**src/rtl/wakeup_issue_queue.sv**
```systemverilog
// rtl/wakeup_issue_queue.sv - dual-dispatch reservation station with tag wakeup and age-matrix select
// Purpose: holds renamed ops until both sources are ready, tracks readiness from
//          tag broadcasts and issues the oldest ready op through a valid/ready handshake.
// Ports:   clk, rst (sync, active-high), flush (drop everything)
//          disp_valid/payload/rob_id/src1_tag/src2_tag/src1_rdy/src2_rdy : dispatch slots, slot 0 older
//          disp_ready     : registered free count covers a full dispatch group
//          wakeup_valid/wakeup_tag : physical tag broadcasts
//          issue_valid/issue_ready/issue_payload/issue_rob_id : issue handshake
//          free_count     : registered number of free entries
module wakeup_issue_queue #(
   parameter int NUM_ENTRIES = 8,
   parameter int DISPATCH_W  = 2,
   parameter int NUM_WAKEUP  = 2,
   parameter int PHY_REGS    = 64,
   parameter int ROB_WIDTH   = 4,
   parameter int PAYLOAD_W   = 64,
   parameter int TAG_W       = $clog2(PHY_REGS),
   parameter int CNT_W       = $clog2(NUM_ENTRIES) + 1
) (
   input  logic                          clk,
   input  logic                          rst,
   input  logic                          flush,
   input  logic [DISPATCH_W-1:0]         disp_valid,
   input  logic [DISPATCH_W*PAYLOAD_W-1:0] disp_payload,
   input  logic [DISPATCH_W*ROB_WIDTH-1:0] disp_rob_id,
   input  logic [DISPATCH_W*TAG_W-1:0]   disp_src1_tag,
   input  logic [DISPATCH_W*TAG_W-1:0]   disp_src2_tag,
   input  logic [DISPATCH_W-1:0]         disp_src1_rdy,
   input  logic [DISPATCH_W-1:0]         disp_src2_rdy,
   output logic                          disp_ready,
   input  logic [NUM_WAKEUP-1:0]         wakeup_valid,
   input  logic [NUM_WAKEUP*TAG_W-1:0]   wakeup_tag,
   output logic                          issue_valid,
   input  logic                          issue_ready,
   output logic [PAYLOAD_W-1:0]          issue_payload,
   output logic [ROB_WIDTH-1:0]          issue_rob_id,
   output logic [CNT_W-1:0]              free_count
);
   localparam int IDX_W = (NUM_ENTRIES > 1) ? $clog2(NUM_ENTRIES) : 1;

   logic [NUM_ENTRIES-1:0] valid, src1_rdy, src2_rdy, ready, sel;
   logic [PAYLOAD_W-1:0]   payload  [NUM_ENTRIES];
   logic [ROB_WIDTH-1:0]   rob_id   [NUM_ENTRIES];
   logic [TAG_W-1:0]       src1_tag [NUM_ENTRIES];
   logic [TAG_W-1:0]       src2_tag [NUM_ENTRIES];
   logic [NUM_ENTRIES-1:0] older    [NUM_ENTRIES];   // older[i][j]: entry i is older than entry j
   logic [CNT_W-1:0]       free_cnt, n_disp;
   logic [DISPATCH_W-1:0]  slot_en;
   logic [IDX_W-1:0]       slot_idx [DISPATCH_W];
   logic [IDX_W-1:0]       sel_idx;
   logic                   disp_ok, issue_fire;

   function automatic logic tag_woken(input logic [TAG_W-1:0] tag,
                                      input logic [NUM_WAKEUP-1:0] wv,
                                      input logic [NUM_WAKEUP*TAG_W-1:0] wt);
      logic hit;
      hit = 1'b0;
      for (int p = 0; p < NUM_WAKEUP; p++)
         if (wv[p] && wt[p*TAG_W +: TAG_W] == tag) hit = 1'b1;
      return hit;
   endfunction

   assign free_count = free_cnt;
   assign disp_ready = free_cnt >= CNT_W'(DISPATCH_W);
   assign disp_ok    = disp_ready & ~flush & ~rst;

   // Lowest free index per slot in slot order. An entry issuing this cycle still
   // has its valid bit set, so it cannot be reallocated until the next cycle.
   always_comb begin
      logic [NUM_ENTRIES-1:0] taken;
      taken  = valid;
      n_disp = '0;
      for (int s = 0; s < DISPATCH_W; s++) begin
         slot_en[s]  = 1'b0;
         slot_idx[s] = '0;
         if (disp_valid[s] && disp_ok) begin
            for (int i = NUM_ENTRIES - 1; i >= 0; i--)
               if (!taken[i]) begin
                  slot_en[s]  = 1'b1;
                  slot_idx[s] = IDX_W'(i);
               end
            if (slot_en[s]) begin
               taken[slot_idx[s]] = 1'b1;
               n_disp = n_disp + 1'b1;
            end
         end
      end
   end

   // Oldest-ready select: an entry wins unless some other ready entry is older.
   always_comb begin
      for (int i = 0; i < NUM_ENTRIES; i++)
         ready[i] = valid[i] & src1_rdy[i] & src2_rdy[i];
      for (int i = 0; i < NUM_ENTRIES; i++) begin
         sel[i] = ready[i];
         for (int j = 0; j < NUM_ENTRIES; j++)
            if (ready[j] && older[j][i]) sel[i] = 1'b0;
      end
   end

   always_comb begin
      issue_payload = '0;
      issue_rob_id  = '0;
      sel_idx       = '0;
      for (int i = 0; i < NUM_ENTRIES; i++)
         if (sel[i]) begin
            issue_payload = payload[i];
            issue_rob_id  = rob_id[i];
            sel_idx       = IDX_W'(i);
         end
   end

   assign issue_valid = (|ready) & ~flush;
   assign issue_fire  = issue_valid & issue_ready;

   always_ff @(posedge clk) begin
      if (rst) begin
         valid    <= '0;
         free_cnt <= CNT_W'(NUM_ENTRIES);
         for (int i = 0; i < NUM_ENTRIES; i++) older[i] <= '0;
      end else if (flush) begin
         valid    <= '0;
         free_cnt <= CNT_W'(NUM_ENTRIES);
      end else begin
         for (int i = 0; i < NUM_ENTRIES; i++) begin
            if (!src1_rdy[i] && tag_woken(src1_tag[i], wakeup_valid, wakeup_tag)) src1_rdy[i] <= 1'b1;
            if (!src2_rdy[i] && tag_woken(src2_tag[i], wakeup_valid, wakeup_tag)) src2_rdy[i] <= 1'b1;
         end
         if (issue_fire) valid[sel_idx] <= 1'b0;
         for (int s = 0; s < DISPATCH_W; s++)
            if (slot_en[s]) begin
               valid[slot_idx[s]]    <= 1'b1;
               payload[slot_idx[s]]  <= disp_payload[s*PAYLOAD_W +: PAYLOAD_W];
               rob_id[slot_idx[s]]   <= disp_rob_id[s*ROB_WIDTH +: ROB_WIDTH];
               src1_tag[slot_idx[s]] <= disp_src1_tag[s*TAG_W +: TAG_W];
               src2_tag[slot_idx[s]] <= disp_src2_tag[s*TAG_W +: TAG_W];
               src1_rdy[slot_idx[s]] <= disp_src1_rdy[s] |
                                        tag_woken(disp_src1_tag[s*TAG_W +: TAG_W], wakeup_valid, wakeup_tag);
               src2_rdy[slot_idx[s]] <= disp_src2_rdy[s] |
                                        tag_woken(disp_src2_tag[s*TAG_W +: TAG_W], wakeup_valid, wakeup_tag);
               older[slot_idx[s]]    <= '0;
            end
         // Column writes come after the row clears so the slot-0 -> slot-1 bit survives.
         for (int s = 0; s < DISPATCH_W; s++)
            if (slot_en[s])
               for (int j = 0; j < NUM_ENTRIES; j++) begin
                  older[j][slot_idx[s]] <= valid[j];
                  for (int t = 0; t < s; t++)
                     if (slot_en[t] && slot_idx[t] == IDX_W'(j)) older[j][slot_idx[s]] <= 1'b1;
               end
         free_cnt <= free_cnt - n_disp + CNT_W'(issue_fire);
      end
   end

   a_disp_when_full: assert property (@(posedge clk) disable iff (rst)
      !((|disp_valid) && !disp_ready && !flush));
endmodule
```
**config.mk**
```make
export PLATFORM = sky130hd
export DESIGN_NAME = wakeup_issue_queue
export DESIGN_NICKNAME = d
export VERILOG_FILES = /design/src/rtl/wakeup_issue_queue.sv
export SDC_FILE = /design/constraint.sdc
export NUM_CORES = 2
export LEC_CHECK = 0
export BUFFER_PORTS_ARGS = -buffer_cell sky130_fd_sc_hd__buf_2
export CORE_UTILIZATION = 50
export DETAILED_ROUTE_END_ITERATION = 7
export GPL_ROUTABILITY_DRIVEN = 1
export PLACE_DENSITY = 0.68
export SLEW_MARGIN = 0
export SYNTH_ARGS = -nofsm -noshare
export SYNTH_HDL_FRONTEND = slang
export SYNTH_SLANG_ARGS = --single-unit
```
**constraint.sdc**
```tcl
create_clock -name clk -period 6.01 [get_ports clk]
set_input_delay 1.803 -clock clk [delete_from_list [all_inputs] [get_ports clk]]
set_output_delay 1.803 -clock clk [all_outputs]
set_load 0.02 [all_outputs]
```
==> summary.txt <==
Synth
  • Post-synth EDFFs: 656
  • Mean post-synth cell area: about 11 µm²
  • Synth unique cells: 77
  • Primary FF master, synth: edfxtp_1
  • Fraction of synthesis flops using an asynchronous set or reset pin: 0
  • Syn_nets: 3,522
  • Part of the Yosys area used for sequential elements: 0.558
  • Synth Register Bits: 732
  • Warnings, synthesis: 0
  • Synthesized instance count: 3,330
  • Netlist area before placement: 38,000 µm²

Timing
  • Fmax: between 0.15 and 0.2 GHz
  • Hold Vio Cnt, Final: 0
  • Post-route setup TNS: 0 ns
  • Min cycle time layout: approximately 6 ns
  • Final slew viol count: 0
  • Final Cycle Share: 0.998
  • Final setup skew: roughly 0.026 ns
  • Worst slew slack as a fraction of its limit: 0.260
  • Setup repair after global routing missed its margin: no
  • Count of endpoints failing setup in the final report: 0
  • Least setup slack across all paths after layout: 0.0139 ns
  • Transition time at the pin with the least slew margin: 1.11 ns

CTS
  • Clock tree from TritonCTS: yes
  • Count of hold buffers inserted by post-cts repair: 0
  • Sink count of the clock tree: between 700 and 800
  • Clock Path Buffers: 3
  • Clock H-tree levels: 3
  • CTS Buf Count: 80
  • Source-to-sink clock delay at the later pin of the worst-skew pair: 0.65 ns
  • Clock slew seen by the registers of the worst setup and hold paths: approximately 0.070 ns
  • Master cell of the clock root buffer: clkbuf_16

Hold path
  • Number of stages on the worst hold path: 2
  • Launch instance of the worst min-delay path: older[3][6]$_SDFFE_PP0P_
  • End point of the most critical hold path: older[3][6]$_SDFFE_PP0P_
  • Worst Hold Class: reg2reg

Worst setup path
  • Crit path depth: 9
  • Crit path buf inv count: 2
  • Beginning of the worst register-to-register path: valid[1]$_SDFF_PN0_
  • Slowest stage cell on the critical path: a2111oi_1
  • Maximum fanout count along the critical path: 30
  • R2r setup slk: roughly 2.4 ns
  • Capture instance of the worst register-to-register path: free_count[2]$_SDFF_PN0_
  • Worst Path Arrival: between 4 and 5 ns
  • Worst-case reg-to-reg path depth: 15
  • Stage delay of the slowest cell on the critical path: 0.59 ns
  • Worst path top cell family by delay: compound AO/OA/AOI/OAI gates
  • Startpoint types: flip-flop
  • Critical path, cell by cell: and3_1, a2111oi_1, and3_2, o41a_2, buf_12, a222oi_1, a21o_1, a31oi_1, buf_2
  • Crit path required time: about 4.2 ns
  • Worst setup path category: reg2out
  • Worst setup EP type: output port

Cells and area
  • Commonest non-fill, non-tap cells in the layout: 815 x nand2_1, 656 x edfxtp_1, 400 x mux2_2
  • Most common cell after layout, fill and taps aside: nand2_1
  • Core occupancy in the finished layout: 0.572
  • Fraction of final layout cells sized beyond drive strength 1: 0.252
  • Post-route non-filler standard cell count: 4,520
  • Growth of design area from synthesis to finish: 12.6%
  • Final layout net count: 3,677

Pwr
  • Combinational Power Share: 0.072
  • Clock share of power: 0.420
  • Internal: 8.52 mW
  • Total power density per cell area: 260 nW/µm²
  • Relative contribution of sequential cells to total power: 0.508
  • Net Sw Frac: 0.234
  • Switching power of the nets: approximately 2.6 mW
  • Reported leakage power: 15.3 nW
  • Max IR drop VDD: around 0.00023 V

Global route
  • Gr ovfl total: 0
  • Number of antenna violations at the first check in global routing: 17
  • Wire length of the first global-routing pass: 177,000 µm
  • Via count of the first global-routing pass: 28,200
  • GRT Util Overall: 0.302
  • Largest net degree at the start of global routing: 90

Die
  • DIE HEIGHT: between 200 and 300 µm
  • Site Rows: 100
  • Placeable Area: 74,800 µm²
  • Starting utilization of the core area: 0.508
  • Die Footprint: 77,100 µm²
  • Ports: 258
  • Die Wd: 278 µm

Run status
  • Result of the run: finished clean

Routing
  • Total number of vias: 28,500
  • Via density per instance: 6.30
  • TritonRoute pass-1 iters: 6
  • Post-Route WL: ~120,000 µm
  • Initial DRC count: 3,801
  • Remaining design rule violation count: 0
  • Number of nets with antenna violations after detailed routing: 0
  • Routed wire per std cell: 26.1 µm

Placed design
  • IO buf count: 257
  • Number of placed cells counting well taps: 4,367
  • Sum of net half-perimeters after detailed placement: 67,000 µm
  • Final GP Congestion: 0.941
  • DP Worst Slack: 0.433 ns

Job
  • Max_cap viols: 0
-- routing by layer --
| layer | share of wire | GRT usage | up-vias |
|---|---|---|---|
| met1 | 0.39 | 0.392 | 14000 |
| li1 | - | - | 12600 |
| met4 | 0.033 | 0.113 | 26 |
| met3 | 0.096 | 0.0557 | 284 |
| met2 | 0.48 | 0.503 | 1565 |
| met5 | 0.0014 | 0 | - |
-- registers in the layout (all words and copies together) (netlist names) --
signal / flops
src1_tag: 48
src1_rdy: 8
payload: 512
valid: 8
rob_id: 32
older: 64
free_count: 4
src2_rdy: 8
src2_tag: 48
-- worst reg2reg max path: stages, from the launching register on --
cell and delay (ns):
dfxtp_1 0.49, buf_4 0.25, and4_1 0.29, nand4_1 0.16, nor2_1 0.13, maj3_1 0.30
nand3_1 0.13, ha_1 0.30, mux2_2 0.26, ha_1 0.28, inv_1 0.05, ha_1 0.15
inv_1 0.06, fa_1 0.43, xor2_1 0.14, nor2_1 0.05
-- per-stage QoR --
| step | hold slack, ns | instance area (µm²) | power (mW) |
|---|---|---|---|
| after floorplan | 0.434 | 38000 | 6.24 |
| after global placement | 0.442 | 40300 | 6.53 |
| after CTS | 0.457 | 42800 | 11.2 |
| after global routing | 0.471 | 42800 | 11.4 |
| after detailed placement | 0.446 | 40300 | 6.55 |
| final | 0.459 | 42800 | 11.1 |
-- layout make-up --
cell class                 count  area, µm²
tap                          969       1210
timing repair buffer         337       2240
inverter                      23        105
antenna                        5       12.5
clock inverter                39        324
clock buffer                 104       2110
fill                        6243      32000
multi-input combinational   2311      15600
sequential                   732      21200
-- what timing repair did --
item	4_1_cts	5_1_grt
setup buffers	4	0
pin swaps	1	0
resized for setup	1	4
setup endpoints to repair	21	28
gates cloned	1	0
-- power by group through the flow --
stage	clock, mW	sequential (mW)	combinational, mW
6_report	4.68	5.66	0.798
3_3_place_gp	0	5.76	0.769
3_5_place_dp	0	5.76	0.786
5_1_grt	4.88	5.66	0.864
4_1_cts	4.71	5.65	0.791
2_1_floorplan	0	5.76	0.481
-- cell families after synthesis --
logic type	after synthesis	share of synthesized area
AND/OR/NAND/NOR	1059	0.118
XOR/XNOR	243	0.0560
multiplexers	410	0.121
buffers and inverters	288	0.0352
AO/OA/AOI/OAI	587	0.107
adder cells (fa/ha/maj)	11	0.00365
flip-flops	732	0.558
-- how the worst max path moves through the flow --
stage / slack (ns) / from / end
after detailed placement: 0.43 / rst / free_count[2]$_SDFF_PN0_
after global routing: 0.02 / src2_rdy[5]$_DFFE_PP_ / issue_rob_id[2]
after global placement: 0.51 / rst / free_count[2]$_SDFF_PN0_
after CTS: 0.0004 / src1_rdy[2]$_DFFE_PP_ / issue_payload[38]
final: 0.01 / src2_rdy[5]$_DFFE_PP_ / issue_rob_id[2]
after floorplan: 0.29 / flush / payload[7][0]$_DFFE_PP_
-- synthesized netlist by cell type, types with 5 or more instances --
cell type  instances  share of area
nand2_1          817          0.081
edfxtp_1         656           0.52
mux2_2           400           0.12
clkbuf_1         143          0.014
xnor2_1          122          0.028
xor2_1           121          0.028
o21ai_0          105          0.014
a22oi_1           85          0.017
dfxtp_1           76          0.040
a21o_1            70          0.014
a31oi_1           67          0.011
a21oi_1           66         0.0087
a222oi_1          65          0.017
o22ai_1           65          0.011
buf_2             63         0.0083
nor2_1            56         0.0055
nand4_1           45         0.0074
nor4_1            43         0.0071
buf_1             25         0.0025
buf_4             21         0.0041
and3_1            19         0.0031
inv_1             19         0.0019
nand3_1           16         0.0021
buf_6             13         0.0039
o41ai_1           13         0.0030
a211oi_1          10         0.0020
mux2i_1            9         0.0024
and2_1             7         0.0012
ha_1               7         0.0023
nor3_1             7        0.00092
or3_1              7         0.0012
a221oi_1           6         0.0014
nand2b_1           5        0.00082
nand4b_1           5         0.0012
(Power assumes the default switching activity.)
